<file path="src/rtl/seq_divider_pkg.sv">
// Shared types and width constants for the sequential restoring divider.
// Optional build macro DIV_ZERO_CHECK_EN is consumed in seq_divider.sv.
package seq_divider_pkg;

   localparam int DIVIDEND_W_DEF = 8;
   localparam int DIVISOR_W_DEF  = 4;

   typedef enum logic [1:0] {
      IDLE = 2'd0,
      RUN  = 2'd1,
      DONE = 2'd2
   } state_t;

   // Counter must hold the full iteration count, not just count down to it.
   function automatic int cnt_width(input int dividend_w);
      return $clog2(dividend_w + 1);
   endfunction

   localparam int CNT_W_DEF = cnt_width(DIVIDEND_W_DEF);

endpackage

</file>
<file path="src/rtl/div_step.sv">
// One combinational restoring-division step: trial subtract of the divisor
// from the shifted partial remainder, yielding the next remainder and quotient bit.
module div_step
   import seq_divider_pkg::*;
#(
   parameter int DIVISOR_W = DIVISOR_W_DEF
) (
   input  logic [DIVISOR_W:0]   r_shift,
   input  logic [DIVISOR_W-1:0] divisor,
   output logic [DIVISOR_W:0]   r_next,
   output logic                 q_bit
);

   logic [DIVISOR_W:0] divisor_ext;

   assign divisor_ext = {1'b0, divisor};

   always_comb begin
      q_bit  = (r_shift >= divisor_ext);
      r_next = q_bit ? (r_shift - divisor_ext) : r_shift;
   end

endmodule

</file>
<file path="src/rtl/seq_divider.sv">
// Sequential unsigned restoring divider, one quotient bit per clock.
// Build macro DIV_ZERO_CHECK_EN: short-circuit a zero divisor and flag div_by_zero.
module seq_divider
   import seq_divider_pkg::*;
#(
   parameter int DIVIDEND_W = DIVIDEND_W_DEF,
   parameter int DIVISOR_W  = DIVISOR_W_DEF
) (
   input  logic                  clk,
   input  logic                  rst_n,
   input  logic                  start,
   input  logic [DIVIDEND_W-1:0] dividend,
   input  logic [DIVISOR_W-1:0]  divisor,
   output logic                  busy,
   output logic                  done,
   output logic [DIVIDEND_W-1:0] quotient,
   output logic [DIVISOR_W-1:0]  remainder,
   output logic                  div_by_zero
);

   localparam int CNT_W = cnt_width(DIVIDEND_W);

   // Handshake: start is accepted on any rising edge where the block is not in RUN
   // (IDLE or the done cycle); done pulses for one cycle when results are valid, and
   // results hold until the next accepted start. start seen during RUN is dropped.

   state_t                state_q, state_d;
   logic [DIVIDEND_W-1:0] q_q, q_d;
   logic [DIVISOR_W:0]    r_q, r_d;
   logic [DIVISOR_W-1:0]  dvs_q, dvs_d;
   logic [CNT_W-1:0]      cnt_q, cnt_d;
   logic                  busy_d, done_d;
   logic [DIVIDEND_W-1:0] quot_d;
   logic [DIVISOR_W-1:0]  rem_d;
   logic                  accept;
   logic [DIVISOR_W:0]    r_shift, r_step;
   logic                  q_bit;
   logic                  unused_r_msb;

   // The top remainder bit only matters transiently inside a step.
   assign unused_r_msb = r_q[DIVISOR_W];
   assign r_shift      = {r_q[DIVISOR_W-1:0], q_q[DIVIDEND_W-1]};

   div_step #(
      .DIVISOR_W (DIVISOR_W)
   ) u_step (
      .r_shift (r_shift),
      .divisor (dvs_q),
      .r_next  (r_step),
      .q_bit   (q_bit)
   );

`ifdef DIV_ZERO_CHECK_EN
   logic dbz_q, dbz_d;
   assign div_by_zero = dbz_q;
`else
   assign div_by_zero = 1'b0;
`endif

   always_comb begin
      state_d = state_q;
      q_d     = q_q;
      r_d     = r_q;
      dvs_d   = dvs_q;
      cnt_d   = cnt_q;
      busy_d  = busy;
      done_d  = 1'b0;
      quot_d  = quotient;
      rem_d   = remainder;
`ifdef DIV_ZERO_CHECK_EN
      dbz_d   = dbz_q;
`endif
      accept  = start && (state_q != RUN);

      case (state_q)
         RUN: begin
            q_d   = {q_q[DIVIDEND_W-2:0], q_bit};
            r_d   = r_step;
            cnt_d = cnt_q - 1'b1;
            if (cnt_q == CNT_W'(1)) begin
               state_d = DONE;
               busy_d  = 1'b0;
               done_d  = 1'b1;
               quot_d  = q_d;
               rem_d   = r_step[DIVISOR_W-1:0];
`ifdef DIV_ZERO_CHECK_EN
               dbz_d   = 1'b0;
`endif
            end
         end
         DONE:    state_d = IDLE;
         default: state_d = IDLE;
      endcase

      if (accept) begin
         q_d     = dividend;
         dvs_d   = divisor;
         r_d     = '0;
         cnt_d   = CNT_W'(DIVIDEND_W);
         state_d = RUN;
         busy_d  = 1'b1;
`ifdef DIV_ZERO_CHECK_EN
         // Zero divisor bypasses iteration with the same values a full run would give.
         if (divisor == '0) begin
            state_d = DONE;
            busy_d  = 1'b0;
            done_d  = 1'b1;
            cnt_d   = '0;
            quot_d  = '1;
            rem_d   = dividend[DIVISOR_W-1:0];
            dbz_d   = 1'b1;
         end
`endif
      end
   end

   always_ff @(posedge clk or negedge rst_n) begin
      if (!rst_n) begin
         state_q   <= IDLE;
         q_q       <= '0;
         r_q       <= '0;
         dvs_q     <= '0;
         cnt_q     <= '0;
         busy      <= 1'b0;
         done      <= 1'b0;
         quotient  <= '0;
         remainder <= '0;
`ifdef DIV_ZERO_CHECK_EN
         dbz_q     <= 1'b0;
`endif
      end else begin
         state_q   <= state_d;
         q_q       <= q_d;
         r_q       <= r_d;
         dvs_q     <= dvs_d;
         cnt_q     <= cnt_d;
         busy      <= busy_d;
         done      <= done_d;
         quotient  <= quot_d;
         remainder <= rem_d;
`ifdef DIV_ZERO_CHECK_EN
         dbz_q     <= dbz_d;
`endif
      end
   end

endmodule
</file>
<file path="config.mk">
export PLATFORM = sky130hd
export DESIGN_NAME = seq_divider
export DESIGN_NICKNAME = d
export VERILOG_FILES = /design/src/rtl/seq_divider_pkg.sv /design/src/rtl/div_step.sv /design/src/rtl/seq_divider.sv
export SDC_FILE = /design/constraint.sdc
export NUM_CORES = 1
export LEC_CHECK = 0
export CAP_MARGIN = 0
export CORE_MARGIN = 2
export CORE_UTILIZATION = 61
export DETAILED_ROUTE_END_ITERATION = 8
export DONT_BUFFER_PORTS = 1
export HOLD_SLACK_MARGIN = 0.15
export MAX_ROUTING_LAYER = met4
export PLACE_DENSITY = 0.82
export SYNTH_ARGS = -nofsm -noshare
export SYNTH_HDL_FRONTEND = slang
export SYNTH_HIERARCHICAL = 1
export SYNTH_SLANG_ARGS = --single-unit
</file>
<file path="constraint.sdc">
create_clock -name clk -period 3.36 [get_ports clk]
set_clock_uncertainty 0.15 [all_clocks]
set_input_delay 0.672 -clock clk [delete_from_list [all_inputs] [get_ports clk]]
set_output_delay 0.672 -clock clk [all_outputs]
set_load 0.03 [all_outputs]
</file>
==> results of run 1 <==
## critical path: cells and delay by family (launching register included)
| family | cells | cell delay, ns |
|---|---|---|
| adder cells (fa/ha/maj) | 1 | 0.35 |
| AND/OR/NAND/NOR | 3 | 0.40 |
| flip-flops | 1 | 0.42 |
| multiplexers | 2 | 0.58 |
## layout by cell type (no fill, tap or decap), drive strengths merged
master	n
mux2i	11
a22o	1
ha	6
a21oi	3
or3	1
clkinv	1
nand3	1
o21ai	10
bufinv	1
conb	1
buf	2
nand2	19
nor3	4
fa	1
dfrtp	36
nand3b	4
inv	10
nand2b	2
dlygate4sd3	1
a31oi	1
nand4	1
nor2	7
xnor2	2
clkbuf	6
mux2	19
nor2b	1
## flip-flops by register name, summed over array words and instances (netlist names)
signal / count
done: 1
cnt_q: 4
quotient: 8
q_q: 8
r_q: 4
busy: 1
dvs_q: 4
state_q: 2
remainder: 4
## worst max-delay path by stage
stage             start            to  slack (ns)  cells past startpoint
3_3_place_gp     r_q[1]  remainder[2]        1.44                      6
6_report         r_q[1]  remainder[2]        1.35                      6
4_1_cts          r_q[1]  remainder[2]        1.35                      6
3_5_place_dp     r_q[1]  remainder[2]        1.37                      6
5_1_grt        dvs_q[1]  remainder[2]        1.27                      7
2_1_floorplan    r_q[1]  remainder[2]        1.47                      6
## through the flow
step	cell area, um2	total power [mW]
floorplan	1750	1.72
CTS	1860	2.22
global placement	1750	1.83
global route	1860	2.38
detailed placement	1750	1.91
finish	1860	2.21
## power groups by stage
| stage | sequential (mW) | clock, mW | combinational [mW] |
|---|---|---|---|
| 3_3_place_gp | 0.967 | 0 | 0.866 |
| 6_report | 0.969 | 0.294 | 0.944 |
| 2_1_floorplan | 0.931 | 0 | 0.790 |
| 3_5_place_dp | 0.980 | 0 | 0.928 |
| 5_1_grt | 0.996 | 0.319 | 1.06 |
| 4_1_cts | 0.972 | 0.305 | 0.948 |
## layer usage
metal	GRT usage [%]	wire, um	up-vias
li1	-	-	503
met3	7.03	169	9
met2	32.6	1520	29
met1	27.9	1300	523
met4	8.31	70	0
met5	-	0	-
## final cells by class
class	count	area share, %
clock buffers	6	2.23
repair buffers	3	2.02
clock inverters	2	1.89
inverters	10	2.02
flip-flops and latches	36	48.6
multi-input cells	95	41.2
well taps	31	2.09
==> impl_summary.md, run 1 <==
Clock network
The clock buffer count from CTS is 5. The tree is rooted in a sky130_fd_sc_hd__clkbuf_4. The CTS tree is done. The total number of clock tree sinks is 36. Once the clock tree was built, the resizer swapped 0 gates to a different size. The post-CTS setup repair buffer count is 0. The insertion delay to the later sink of the worst-skew pair is between 0.3 and 0.4 ns. In this run the deepest clock path goes through 2 buffers. The hold-fix buffer count after cts is 2. After clock tree synthesis, the clock-pin slew on the worst setup and hold paths is about 0.11 ns. The H-tree depth is 2.

Finish
In the final design database the tool counted 173 nets. The final standard cell count with taps included and fillers excluded is 183. The final design utilization is 67.9%. The share of post-route cells with drive strength above 1 is 15.8%.

The sequential cell area is 901 um2. The synthesis-to-finish area growth is 5.93%. The area used by multi-input combinational logic is around 760 um2. The filler cell count is slightly above 200. The diode insertion count for antenna repair is 0.

Setup path
The most numerous cell on the critical path is sky130_fd_sc_hd__mux2_4. The depth of the worst register-to-register path is 6. The critical path required time is 3.44 ns. The worst setup path is captured at a register. Of all nets on the critical path, the largest fanout is 4.

The worst reg-to-reg setup slack is 1.35 ns. The largest stage delay on the critical path is 0.42 ns. The arrival time reported for the critical path endpoint is 2.09 ns.

The capture instance of the worst register-to-register path is remainder[2]. The cell type of the slowest stage on the worst timing path is sky130_fd_sc_hd__dfrtp_1. The launching point of the worst reg2reg path is r_q[1]. The critical path start-end classification is register to register.

The worst setup path is launched from a register. Traced cell by cell, the critical path runs through ha_1 -> nand4_1 -> nand2_2 -> nor2_4 -> mux2_4 -> mux2_4.

Timing
The total count of max-transition violations in the final report is 0. The number of hold violations in the final report is 0. The tightest hold margin is 0.309 ns.

The setup TNS is 0 ns. The post-route fraction of the period consumed by the critical path is between 50% and 60%. Static timing analysis puts the maximum clock frequency at 498 MHz. Setup violations remaining at the end of the flow were counted as 0. The worst path meets setup with 1.35 ns of slack. Setup repair after global routing left no endpoint under its margin. The final critical-path required period is 2.01 ns.

GRT
The initial antenna violation count was 0. Entering global routing, the biggest net connects 37 pins. After global routing the overflow that remains totals 0.

The via count of the first global-routing pass is about 1.1k. In the global route stage, overall resource usage came out at 21.9%. The first global-routing pass estimated 5230 um of wire.

Placement
The total placed cells including tap cells is 173. At the placement stage, the worst setup path has a slack of 1.37 ns. Port buffering added 0 buffers. Routability-driven placement finished with a final weighted congestion of 0.874.

The HPWL after detailed placement is 2130 um.

Power and ir drop
The share of total power in the clock network is approximately an eighth. In this run the power spent charging and discharging nets is approximately 960 uW. The switching share of power is a little over two fifths. For this design the ratio of total power to cell area is 1190 nW/um2.

Internal power comes to 1.25 mW. The analysis attributes to cell leakage a power of 0.915 nW. The part of the total power dissipated in combinational logic is 42.8%. The part of the total power dissipated in sequential elements is between 40% and 50%. The largest vdd supply drop is 0.766 mV.

Floorplanning
For this configuration, the core starts out at a cell density of approximately 64%. The overall die area is 3320 um2. The number of I/O pins is 30. The floorplan die width is 57.6 um. Row generation in the floorplan step produced 19 rows. The die is approximately 58 um tall.

The core region is 2730 um2.

Route
The routed design has 3060 um of wire. Once detail routing completed, the nets flagged for antenna violations numbered 0. The number of DRC violations after detailed-routing iteration 0 is 32. The total via count in the routed design is 1064. The post-detailed-route DRC marker count is 0. The routed length per instance is 16.7 um. The count of TritonRoute iterations in the first routing pass is 4. The via-per-instance ratio is ~5.8.

Worst hold path
The startpoint identified for the worst hold timing path is divisor[3]. The path class of the lowest-slack min-delay path is primary input to register. The path with the worst hold slack has its endpoint at dvs_q[3]. Along the worst hold path, the cell count comes to 1.

Outcome
The run finished with clean final reports.

Synth
The cell count after synthesis came out at 149. Counting every net in the synthesized netlist gives ~170. The post-synth design cell area is about 1800 um2. Each instance of the synthesized netlist takes up on average 11.8 um2. For this run, the number of Yosys warnings is 6.

Flow run
The number of max-cap violations is 0.
Power figures use the tool's default switching activity.
==> run 2: changes to the inputs <==
- CORE_UTILIZATION: 61 -> 56
- PLACE_DENSITY: 0.82 -> 0.79
- clock period: 3.36 -> 1.8 ns (I/O delays scaled with it)
==> run 2 against run 1 <==
Against the previous run:
- non-clock buffer count is 28 higher
- largest cell class unchanged
- first-iteration DRC count is 31% lower
- via count is 17% higher
- design area is 18% higher
- cell count is 16% higher
- clock-buffer cell count is 1 lower
- critical endpoint unchanged
- critical path depth is 1 higher
- the flow now finishes with violations (negative setup slack)
- register-to-register slack worse by 1.5 ns
==> impl_summary.md, run 2 (synthesis gave the netlist of run 1 again) <==
Outcome
The run finished, with violations left. The final reports fail on negative setup slack.

Setup path
Setup slack on the worst reg-to-reg path comes out at -0.11 ns. The element type at the critical path end is a register. Data arrives at the worst endpoint at 2.00 ns. Of all nets on the critical path, the largest fanout is 3. Walking the worst path, the cells encountered are inv_2 -> ha_4 -> nand4_1 -> nand2_2 -> nor2_4 -> mux2_4 -> mux2_4. The launching point of the worst reg2reg path is dvs_q[3]. The depth of the worst register-to-register path is 7.

The kind of start point of the critical path is a register. The critical path start-end classification is register to register. The most numerous cell on the critical path is sky130_fd_sc_hd__mux2_4. The critical path required time is 1.88 ns. Counting both buffers and inverters, the worst setup path holds a total of 1. The largest stage delay on the critical path is ~0.4 ns. On the critical path, the stage with the largest delay is an instance of sky130_fd_sc_hd__dfrtp_1.

Grouping stages by cell kind, the critical path spends the most delay in multiplexers. The endpoint identified for the worst register-to-register timing path is remainder[2].

Finish
The top cell types in the final layout, fill and taps aside, are sky130_fd_sc_hd__dfrtp_1 (36), sky130_fd_sc_hd__nand2_1 (17), sky130_fd_sc_hd__buf_4 (15), sky130_fd_sc_hd__dlygate4sd3_1 (13). In the final design database the tool counted approximately 200 nets. The library cell used most frequently in the layout, excluding fill and tap cells, is sky130_fd_sc_hd__dfrtp_1. Relative to the synthesized area, the layout overhead comes to 24.9%. The share of post-route cells with drive strength above 1 is 30.6%. Once layout is complete, the utilization of the core stands at ~73%. The largest registers in the layout are q_q: 8 flops, quotient: 8 flops. The diode insertion count for antenna repair is 0.

Power and ir drop
The switching share of power is roughly 44%. The largest vdd supply drop is about 1.4 mV. In this run the power spent charging and discharging nets is 2.17 mW.

The share of total power in the clock network is 8.7%. The analysis attributes to cell leakage a power of about 1.0 nW. Internal power comes to 2.79 mW. The power density over cell area is 2270 nW/um2. Sequential cells account for 36.9% of the total power. The part of the total power dissipated in combinational logic is 54.4%. After layout, the design draws a total of 4.96 mW.

GRT
The initial antenna violation count is 0. The total global-route track usage is 25.7%. The pin count of the biggest net entering global routing is 37.

The via count of the first global-routing pass is 1377. The first-pass GRT wire length is roughly 6400 um. The leftover overflow at the end of global routing is 0.

Placement
Routability-driven placement finished with a final weighted congestion of 0.802. Buffers placed on the I/O ports in this run total 0. The HPWL after detailed placement is roughly 2400 um. The setup slack after placement is -0.157 ns.

Timing
Hold is met by between 0.2 and 0.25 ns. Setup repair after global routing could not meet its margin everywhere. Setup violations remaining at the end of the flow were counted as 5. The total count of max-transition violations in the final report is 0.

The upper clock frequency limit is approximately 520 MHz. The worst relative slew slack is 45.9%. The number of hold violations in the final report came to 0. For the finished layout, the period the worst path requires is ~1.9 ns. Setup total negative slack on the finished layout was measured at -0.362 ns. The setup slack of the critical path after layout is -0.113 ns.

For the pin with the worst max-slew slack, the measured transition is 0.812 ns. Dividing the final minimum period by the clock period gives 106%.

Floorplanning
The total area inside the core boundary comes to 3000 um2. The initial core utilization is between 50% and 60%. The overall die area is 3590 um2.

The floorplan die width is 59.9 um. The number of I/O pins is 30. From bottom edge to top edge, the die measures 59.9 um. The number of core rows is 20.

Route
In the routed layout, each cell is associated on average with a via count of slightly below 6. The detailed router finished its first iteration with 22 violations. The count of TritonRoute iterations in the first routing pass is 4. The detailed-route wire length is about 3800 um. The post-route antenna net violation count is 0. Across all layers, the routed design uses 1243 vias. The routed length per instance is roughly 18 um. After detailed routing, the number of remaining DRC violations is 0.

Clock network
The clock buffer count from CTS is 5. CTS placed an instance of sky130_fd_sc_hd__clkbuf_4 at the clock tree root. CTS built an H-tree with a depth of 2. TritonCTS built the clock tree. Clock latency on the worst-skew pair, taken at its later pin, is 0.34 ns.

CTS saw 36 sinks. The clock-pin slew on the worst setup and hold paths is 0.11 ns. The clock passes through at most 2 buffers.

Worst hold path
The capture endpoint of the worst hold path is dvs_q[2]. The path class of the lowest-slack min-delay path is primary input to register. The worst hold path was traced through 2 stages. The start point of the worst min-delay path is start.

Flow run
The number of max-cap violations is 0.
-- run 2: cell types whose count changed in the layout (fill, tap and decap cells not counted), sizes merged --
| cell | delta |
|---|---|
| buf | +15 |
| bufinv | -1 |
| clkbuf | -1 |
| clkinv | +2 |
| dlygate4sd3 | +12 |
| dlymetal6s4s | +1 |
-- run 2: worst max-delay path by stage --
stage,slack [ns],endpoint,cells past startpoint,from
2_1_floorplan,-0.07,remainder[2],6,r_q[2]
3_3_place_gp,-0.11,remainder[2],7,dvs_q[1]
3_5_place_dp,-0.16,remainder[2],7,dvs_q[1]
4_1_cts,-0.09,remainder[2],6,r_q[0]
5_1_grt,-0.15,remainder[2],7,dvs_q[2]
6_report,-0.11,remainder[2],7,dvs_q[3]
-- run 2: power groups by stage --
stage / Clock, mW / Combinational (mW) / Sequential, mW
floorplan: 0 / 1.51 / 1.74
global placement: 0 / 1.86 / 1.81
detailed placement: 0 / 2.01 / 1.83
CTS: 0.446 / 2.51 / 1.82
global route: 0.477 / 2.93 / 1.88
finish: 0.430 / 2.70 / 1.83
-- run 2: metal layers --
layer,part of all wire [%],GRT usage (%)
met1,39,29.8
met2,52,41.9
met3,5.6,5.63
met4,3.5,13.0
met5,0,-
-- run 2: cell type report --
class	instances	area (um2)
multi-input combinational	95	862
timing repair buffer	31	287
inverter	10	40.0
tap	33	41.3
clock inverter	3	18.8
fill	210	816
clock buffer	5	37.5
sequential	36	901
-- run 2: per-stage QoR --
stage               instance area [um2]  instances
finish                             2190        213
global route                       2190        213
CTS                                2150        212
detailed placement                 1820        183
global placement                   1820        183
floorplan                          1760        149
-- run 2: what timing repair did --
action / in CTS / in global routing
endpoints found under the setup margin: 8 / 10
hold buffers: 15 / 0
pin swaps: 5 / 4
buffers inserted: 6 / 1
cloned: 0 / 0
hold endpoints to repair: 57 / 0
gates resized for setup: 14 / 7
